<file path="src/rtl/inference_result_tx_pkg.sv">
// Shared constants for the inference result path: class count, frame geometry, FSM encodings.
package inference_result_tx_pkg;

  localparam int unsigned NUM_CLASSES     = 10;
  localparam int unsigned SCORE_W         = 32;
  localparam int unsigned SNAP_W          = NUM_CLASSES * SCORE_W;
  localparam int unsigned SCORE_BYTES     = SNAP_W / 8;
  localparam int unsigned IDX_W           = 6;
  localparam int unsigned FRAME_LEN_FULL  = SCORE_BYTES + 3;
  localparam int unsigned FRAME_LEN_SHORT = 3;

  localparam logic [7:0] SYNC_DEFAULT = 8'hA5;

  localparam logic [0:0] ST_IDLE = 1'b0;
  localparam logic [0:0] ST_SEND = 1'b1;

  // Index of the checksum byte, i.e. the final byte of a frame.
  function automatic logic [IDX_W-1:0] last_index(input bit send_scores);
    return send_scores ? IDX_W'(FRAME_LEN_FULL - 1) : IDX_W'(FRAME_LEN_SHORT - 1);
  endfunction

endpackage

</file>
<file path="src/rtl/inference_result_tx.sv">
// Snapshots the inference result on a done rising edge and streams it as a framed,
// XOR-checksummed byte sequence over a valid/ready link.
module inference_result_tx
  import inference_result_tx_pkg::*;
#(
  parameter logic [7:0] SYNC_BYTE   = SYNC_DEFAULT,
  parameter bit         SEND_SCORES = 1'b1
) (
  input  logic        clk,
  input  logic        rst,
  input  logic        done,
  input  logic [3:0]  predicted_digit,
  input  logic [31:0] class_score_0,
  input  logic [31:0] class_score_1,
  input  logic [31:0] class_score_2,
  input  logic [31:0] class_score_3,
  input  logic [31:0] class_score_4,
  input  logic [31:0] class_score_5,
  input  logic [31:0] class_score_6,
  input  logic [31:0] class_score_7,
  input  logic [31:0] class_score_8,
  input  logic [31:0] class_score_9,
  output logic [7:0]  tx_data,
  output logic        tx_valid,
  input  logic        tx_ready,
  output logic        busy,
  output logic        frame_done,
  output logic        overrun,
  input  logic        clr_overrun
);

  localparam logic [IDX_W-1:0] LAST_IDX = last_index(SEND_SCORES);

  logic [0:0]        state, state_d;
  logic              done_q;
  logic              done_edge;
  logic [IDX_W-1:0]  idx, idx_d;
  logic [7:0]        csum, csum_d;
  logic [7:0]        tx_data_d;
  logic              tx_valid_d, busy_d, frame_done_d, overrun_d;
  logic              capture;
  logic [3:0]        digit_q;
  logic [SNAP_W-1:0] snap;

  assign done_edge = done & ~done_q;

  // Byte at frame position i; scores are little-endian, class 0 first.
  function automatic logic [7:0] byte_at(input logic [IDX_W-1:0] i,
                                         input logic [7:0]       cs,
                                         input logic [3:0]       dg,
                                         input logic [SNAP_W-1:0] sv);
    logic [7:0]       b;
    logic [IDX_W-1:0] sel;
    b   = 8'h00;
    sel = i - IDX_W'(2);
    if (i == '0) begin
      b = SYNC_BYTE;
    end else if (i == LAST_IDX) begin
      b = cs;
    end else if (i == IDX_W'(1)) begin
      b = {4'h0, dg};
    end else begin
      for (int unsigned k = 0; k < SCORE_BYTES; k++) begin
        if (sel == IDX_W'(k)) b = sv[k*8 +: 8];
      end
    end
    return b;
  endfunction

  // Next-state and next-output logic.
  always_comb begin
    state_d      = state;
    idx_d        = idx;
    csum_d       = csum;
    tx_data_d    = tx_data;
    tx_valid_d   = tx_valid;
    frame_done_d = 1'b0;
    overrun_d    = overrun;
    capture      = 1'b0;

    // A set in the same cycle as a clear wins.
    if (clr_overrun) overrun_d = 1'b0;
    if (done_edge && (state != ST_IDLE)) overrun_d = 1'b1;

    if (state == ST_IDLE) begin
      if (done_edge) begin
        capture    = 1'b1;
        idx_d      = '0;
        csum_d     = 8'h00;
        state_d    = ST_SEND;
        tx_valid_d = 1'b1;
        tx_data_d  = SYNC_BYTE;
      end
    end else begin
      if (tx_valid && tx_ready) begin
        if (idx == LAST_IDX) begin
          state_d      = ST_IDLE;
          idx_d        = '0;
          tx_valid_d   = 1'b0;
          tx_data_d    = 8'h00;
          frame_done_d = 1'b1;
        end else begin
          // Sync byte is excluded from the checksum.
          csum_d    = (idx == '0) ? csum : (csum ^ tx_data);
          idx_d     = idx + IDX_W'(1);
          tx_data_d = byte_at(idx_d, csum_d, digit_q, snap);
        end
      end
    end

    busy_d = (state_d == ST_SEND);
  end

  // State and registered outputs.
  always_ff @(posedge clk or posedge rst) begin
    if (rst) begin
      state      <= ST_IDLE;
      done_q     <= 1'b0;
      idx        <= '0;
      csum       <= 8'h00;
      tx_data    <= 8'h00;
      tx_valid   <= 1'b0;
      busy       <= 1'b0;
      frame_done <= 1'b0;
      overrun    <= 1'b0;
    end else begin
      state      <= state_d;
      done_q     <= done;
      idx        <= idx_d;
      csum       <= csum_d;
      tx_data    <= tx_data_d;
      tx_valid   <= tx_valid_d;
      busy       <= busy_d;
      frame_done <= frame_done_d;
      overrun    <= overrun_d;
    end
  end

  // Result snapshot, frozen for the life of a frame.
  always_ff @(posedge clk or posedge rst) begin
    if (rst) begin
      digit_q <= 4'h0;
      snap    <= '0;
    end else if (capture) begin
      digit_q <= predicted_digit;
      snap    <= {class_score_9, class_score_8, class_score_7, class_score_6, class_score_5,
                  class_score_4, class_score_3, class_score_2, class_score_1, class_score_0};
    end
  end

endmodule

</file>
<file path="config.mk">
export PLATFORM = sky130hd
export DESIGN_NAME = inference_result_tx
export DESIGN_NICKNAME = d
export VERILOG_FILES = /design/src/rtl/inference_result_tx_pkg.sv /design/src/rtl/inference_result_tx.sv
export SDC_FILE = /design/constraint.sdc
export NUM_CORES = 1
export LEC_CHECK = 0
export CORE_AREA = 4 4 216 218
export CTS_CLUSTER_SIZE = 30
export DETAILED_ROUTE_END_ITERATION = 8
export DIE_AREA = 0 0 220 222
export PLACE_DENSITY = 0.72
export SETUP_SLACK_MARGIN = 0.15
export SYNTH_ARGS = -nofsm -noshare
export SYNTH_HDL_FRONTEND = slang
export SYNTH_SLANG_ARGS = --single-unit
</file>
<file path="constraint.sdc">
create_clock -name clk -period 21.8 [get_ports clk]
set_input_delay 6.54 -clock clk [delete_from_list [all_inputs] [get_ports clk]]
set_output_delay 6.54 -clock clk [all_outputs]
set_load 0.1 [all_outputs]
</file>
---- Word-level counts from Yosys, hierarchy flattened ----
Index checks and enable logic that the tools add are counted.
W data, S select, Z words.
word-level totals
  register bits after elaboration ......... 351
  bits in latches ......................... 0
  memory bits (writable) .................. 0
  bits in read-only memories .............. 0
  input bits .............................. 329
  output and inout port bits .............. 12
  logic and storage cells ................. 140
  memories ................................ 0
operators by class
  add/sub/neg operators ................... 2
  multipliers ............................. 0
  divide/modulo/power cells ............... 0
  $lt $le $gt $ge ......................... 0
  equality and inequality tests ........... 45
  shift-type cells ........................ 0
  mux-type cells .......................... 70
  bitwise gates (word level) .............. 3
  reductions and logical operators ........ 10
operators with widths
  operator               number
  $mux W8                52
  $eq A6 B5 Y1 const B   16
  $eq A6 B6 Y1 const B   10
  $eq A6 B4 Y1 const B   8
  $eq A6 B3 Y1 const B   4
  $mux W6                4
  $logic_not A6 Y1       3
  $mux W1                14
  $eq A6 B1 Y1 const B   2
  $eq A6 B2 Y1 const B   2
  $xor A8 B8 Y8          1
  $add A6 B1 Y6 const B  1
  $reduce_and A3 Y1      2
  $sub A6 B2 Y6 const B  1
  $ne A2 B1 Y1 const B   2
  $reduce_bool A2 Y1     2
  $logic_and A1 B1 Y1    2
  $ne A2 B2 Y1 const B   1
  $reduce_and A2 Y1      1
  $and A1 B1 Y1          1
  $not A1 Y1             1

---- Longest topological paths before layout ----
  depth after elaboration ................. 49
  gate-level depth with buffers ........... 17
  depth with buffers taken out ............ 13

---- Worst setup path after synthesis ----
OpenSTA, ideal clock, no wires.
  path type ............................... input to register
  from .................................... in done
  to ...................................... reg snap[100]
  arrival time ............................ 8.175 ns
  slack ................................... 13.500 ns
  cell stages on the path ................. 6
  path through ............................ nor2b_1 -> nor2b_1 -> clkbuf_1 -> clkbuf_1 -> clkbuf_1 -> mux2_2
on the way
  word-level cells in the longest chain between the ends .. 3
ends and longest elaborated chain
  item                  line                        RTL
  start, declared       inference_result_tx.sv:11   input logic done,
  $and A1 B1 Y1         inference_result_tx.sv:45   assign done_edge = done & ~done_q;
  $mux W1               inference_result_tx.sv:86   if (done_edge) begin
  $mux W1               inference_result_tx.sv:85   if (state == ST_IDLE) begin
  end signal, assigned  inference_result_tx.sv:146  snap <= {class_score_9, class_score_8, class_score_7, class_score_6, class_score_5,
  end, declared         inference_result_tx.sv:43   logic [SNAP_W-1:0] snap;
No other way between the ends.
A chain may end at the register's enable or synchronous reset.

---- Worst setup path after layout ----
  from .................................... in done
  to ...................................... reg tx_data[3]
on the way
  word-level cells in the longest chain between the ends .. 3
ends and longest elaborated chain
  item                          line                        RTL
  $and A1 B1 Y1                 inference_result_tx.sv:45
  $reduce_bool A2 Y1 (no line)  n/a
  $reduce_and A2 Y1 (no line)   n/a
  end signal, assigned          inference_result_tx.sv:131  tx_data <= tx_data_d;
  end, declared                 inference_result_tx.sv:23   output logic [7:0] tx_data,
No other way between the ends.

==> reports/qor.yml <==
logic_synthesis:
  synth_ff_type: "dfrtp_1"
  synthTopCellsByArea: "dfrtp_1 49%, mux2_2 20%, nand2_1 2.3%, o21ai_0 2.2%, a21oi_1 1.9%"
  avgSynthCellArea_um2: 11.26
  synth_most_common_cell: "dfrtp_1"
  synth_common_cells: "351 x dfrtp_1, 320 x mux2_2, 108 x nand2_1"
  yosys.area.top_type: "dfrtp_1"
  ys_seq_elements: 351
  syn-cell-area_um2: 17800
  seq_area_frac_synth: 0.4935
  syn_inst: 1581
  syn_nets: 1917
  synthArstFlopShare: 1.000
  ys_types: 89
  netlist.area_leader.share: 0.4935
  synth_edf_count: 0
  ys_warn_count: 0
route:
  vias_per_cell: 6.014
  drt_iter0_drc: 1629
  firstDrtPassIters: 6
  drc_errors: 0
  wl_per_cell_um: 26.41
  ant_nets: 0
  vias: 15190
  wl_um: 66690
critical_path:
  end_kind: "flip-flop"
  critPathMaxFanout: 185
  r2r-end: "tx_data[6]"
  r2r_slack_ps: 16590
  path_cells: "clkdlybuf4s50_1 -> nor2b_1 -> nor2b_4 -> buf_4 -> buf_12 -> nor2_1 -> nand2_1 -> o21ai_0 -> a2111oi_2 -> nor3_1"
  cp_slowest_cell: "buf_4"
  cp.arrival_ps: 10190
  r2r-start: "idx[0]"
  rr_worst_depth: 15
  max_stage_delay_ps: 750
  path_class: "in -> reg"
  cp.required_ps: 22250
  worst_setup_path_start_kind: "input pin"
layout:
  drive_gt1_frac: 0.2364
  area_growth_syn_to_layout_pct: 30.44
  nets: 2221
global_routing:
  grt_max_degree: 186
  grt_usage: 0.2660
  antenna_found_initial: 10
  overflow: 0
  grt_pass1_wl_um: 98550
  grt_pass1_vias: 15530
min_path:
  min_to: "csum[1]"
  worstHoldPathCells: 1
  hold_start: "csum[1]"
  worstHoldPathType: "reg -> reg"
run:
  drv_cap: 0
placed_design:
  port-buffer-count: 340
  gp_congestion: 0.9875
  dp_hpwl_um: 47920
die:
  fp.dieW_um: 220
  ios: 341
  die_h_um: 222
  fp.dieArea_um2: 48840
  start_util: 0.3965
  core_area_um2: 44890
  rows: 78
sta:
  layout_min_cycle_time_ps: 9742
  finalHoldViolCount: 0
  setup_viol: 0
  rsz0062_at_grt: "false"
  skew_ps: 19.94
  finalSetupTns_ps: 0
  fmax_mhz: 102.6
  slew_viol_final: 0
  hold_slack_ps: 500.0
  slew_headroom: 0.1553
  layout_worst_path_cycle_share: 0.4469
  worst_pin_slew_ps: 1267
clocking:
  cts_tree: "done"
  cts_hold_buf: 0
  clock_latency_ps: 570
  ctsResizeCount: 0
  htree_levels: 2
  clk_pin_slew_ps: 60
  clock-sinks: 351
  root_buffer: "clkbuf_16"
  numCtsBuffers: 41
  postCtsSetupBuffers: 0
  clk_path_buf_depth: 3
power:
  powerDensity_nw_per_um2: 136.5
  vdd_drop_max_mv: 0.1107
  leakage_nw: 9.485
run_status:
  status: "complete, no violations"
layout by cell type, fill, tap and decap left out, types with 31 or more instances in the layout:
cell             count
clkdlybuf4s50_1    340
nor3_1              31
buf_4               34
dfrtp_1            351
clkbuf_16           42
o21ai_0             78
mux2_2             320
nand2_1            108
o22ai_1             35
nor2_1              88
a21oi_1             68
worst max-delay path by stage:
stage	startpoint	endpoint	slack, ps	cells after the start
2_1_floorplan	rst	csum[0]	5520	1
3_3_place_gp	done	tx_data[3]	11560	10
3_5_place_dp	done	tx_data[3]	11510	10
4_1_cts	done	tx_data[3]	12070	10
5_1_grt	done	tx_data[3]	11800	10
6_report	done	tx_data[3]	12060	10
logic make-up (layout without fill, tap and decap cells):
group	after synthesis	in the layout	share of synthesized area
AO/OA/AOI/OAI	412	412	0.1653
flip-flops	351	351	0.4935
AND/OR/NAND/NOR	335	335	0.08934
multiplexers	329	329	0.2082
buffers and inverters	132	467	0.03100
XOR/XNOR	15	15	0.007803
adder cells (fa/ha/maj)	7	7	0.004920
other	0	9	0
through the flow:
stage / area [µm²] / std cells / setup slack [ps] / power (mW) / util
global route: 23220 / 2525 / 11800 / 3.290 / 0.5172
finish: 23220 / 2525 / 12060 / 3.170 / 0.5172
CTS: 23190 / 2516 / 12070 / 3.134 / 0.5167
floorplan: 17800 / 1581 / 5525 / 1.787 / -
global placement: 21780 / 2442 / 11560 / 2.381 / 0.4851
detailed placement: 21780 / 2442 / 11510 / 2.391 / 0.4851
routing by layer:
metal | track usage | up-vias | share of wire
met5 | 0 | - | 0
met1 | 0.3649 | 7691 | 0.42
met2 | 0.4215 | 782 | 0.47
met4 | 0.09927 | 0 | 0.035
met3 | 0.04769 | 129 | 0.076
li1 | - | 6583 | -
state kept, by name, summed over array words and instances, names as in the netlist:
signal and count:
tx_data 8, tx_valid 1, done_q 1, overrun 1
idx 6, state 1, frame_done 1, digit_q 4
csum 8, snap 320
area by class of cell:
| type | count | area [µm²] |
|---|---|---|
| diodes | 9 | 22.52 |
| clock buffers | 58 | 1161 |
| clock inverters | 16 | 256.5 |
| fillers | 3948 | 21680 |
| inverters | 18 | 75.07 |
| multi-input cells | 1098 | 8489 |
| flip-flops and latches | 351 | 8783 |
| well taps | 600 | 750.7 |
| repair buffers | 375 | 3679 |
power breakdown:
group / switching [mW] / total, mW / internal [mW]
Combinational: 1.05 / 1.59 / 0.543
Sequential: 0.0894 / 0.849 / 0.759
Clock: 0.287 / 0.730 / 0.444
critical path: cells and delay by family:
family	cells	cell delay [ps]
compound gates	2	460
simple gates	5	1060
buf+inv	3	1810
No activity file was read; power rests on OpenSTA's default activity.
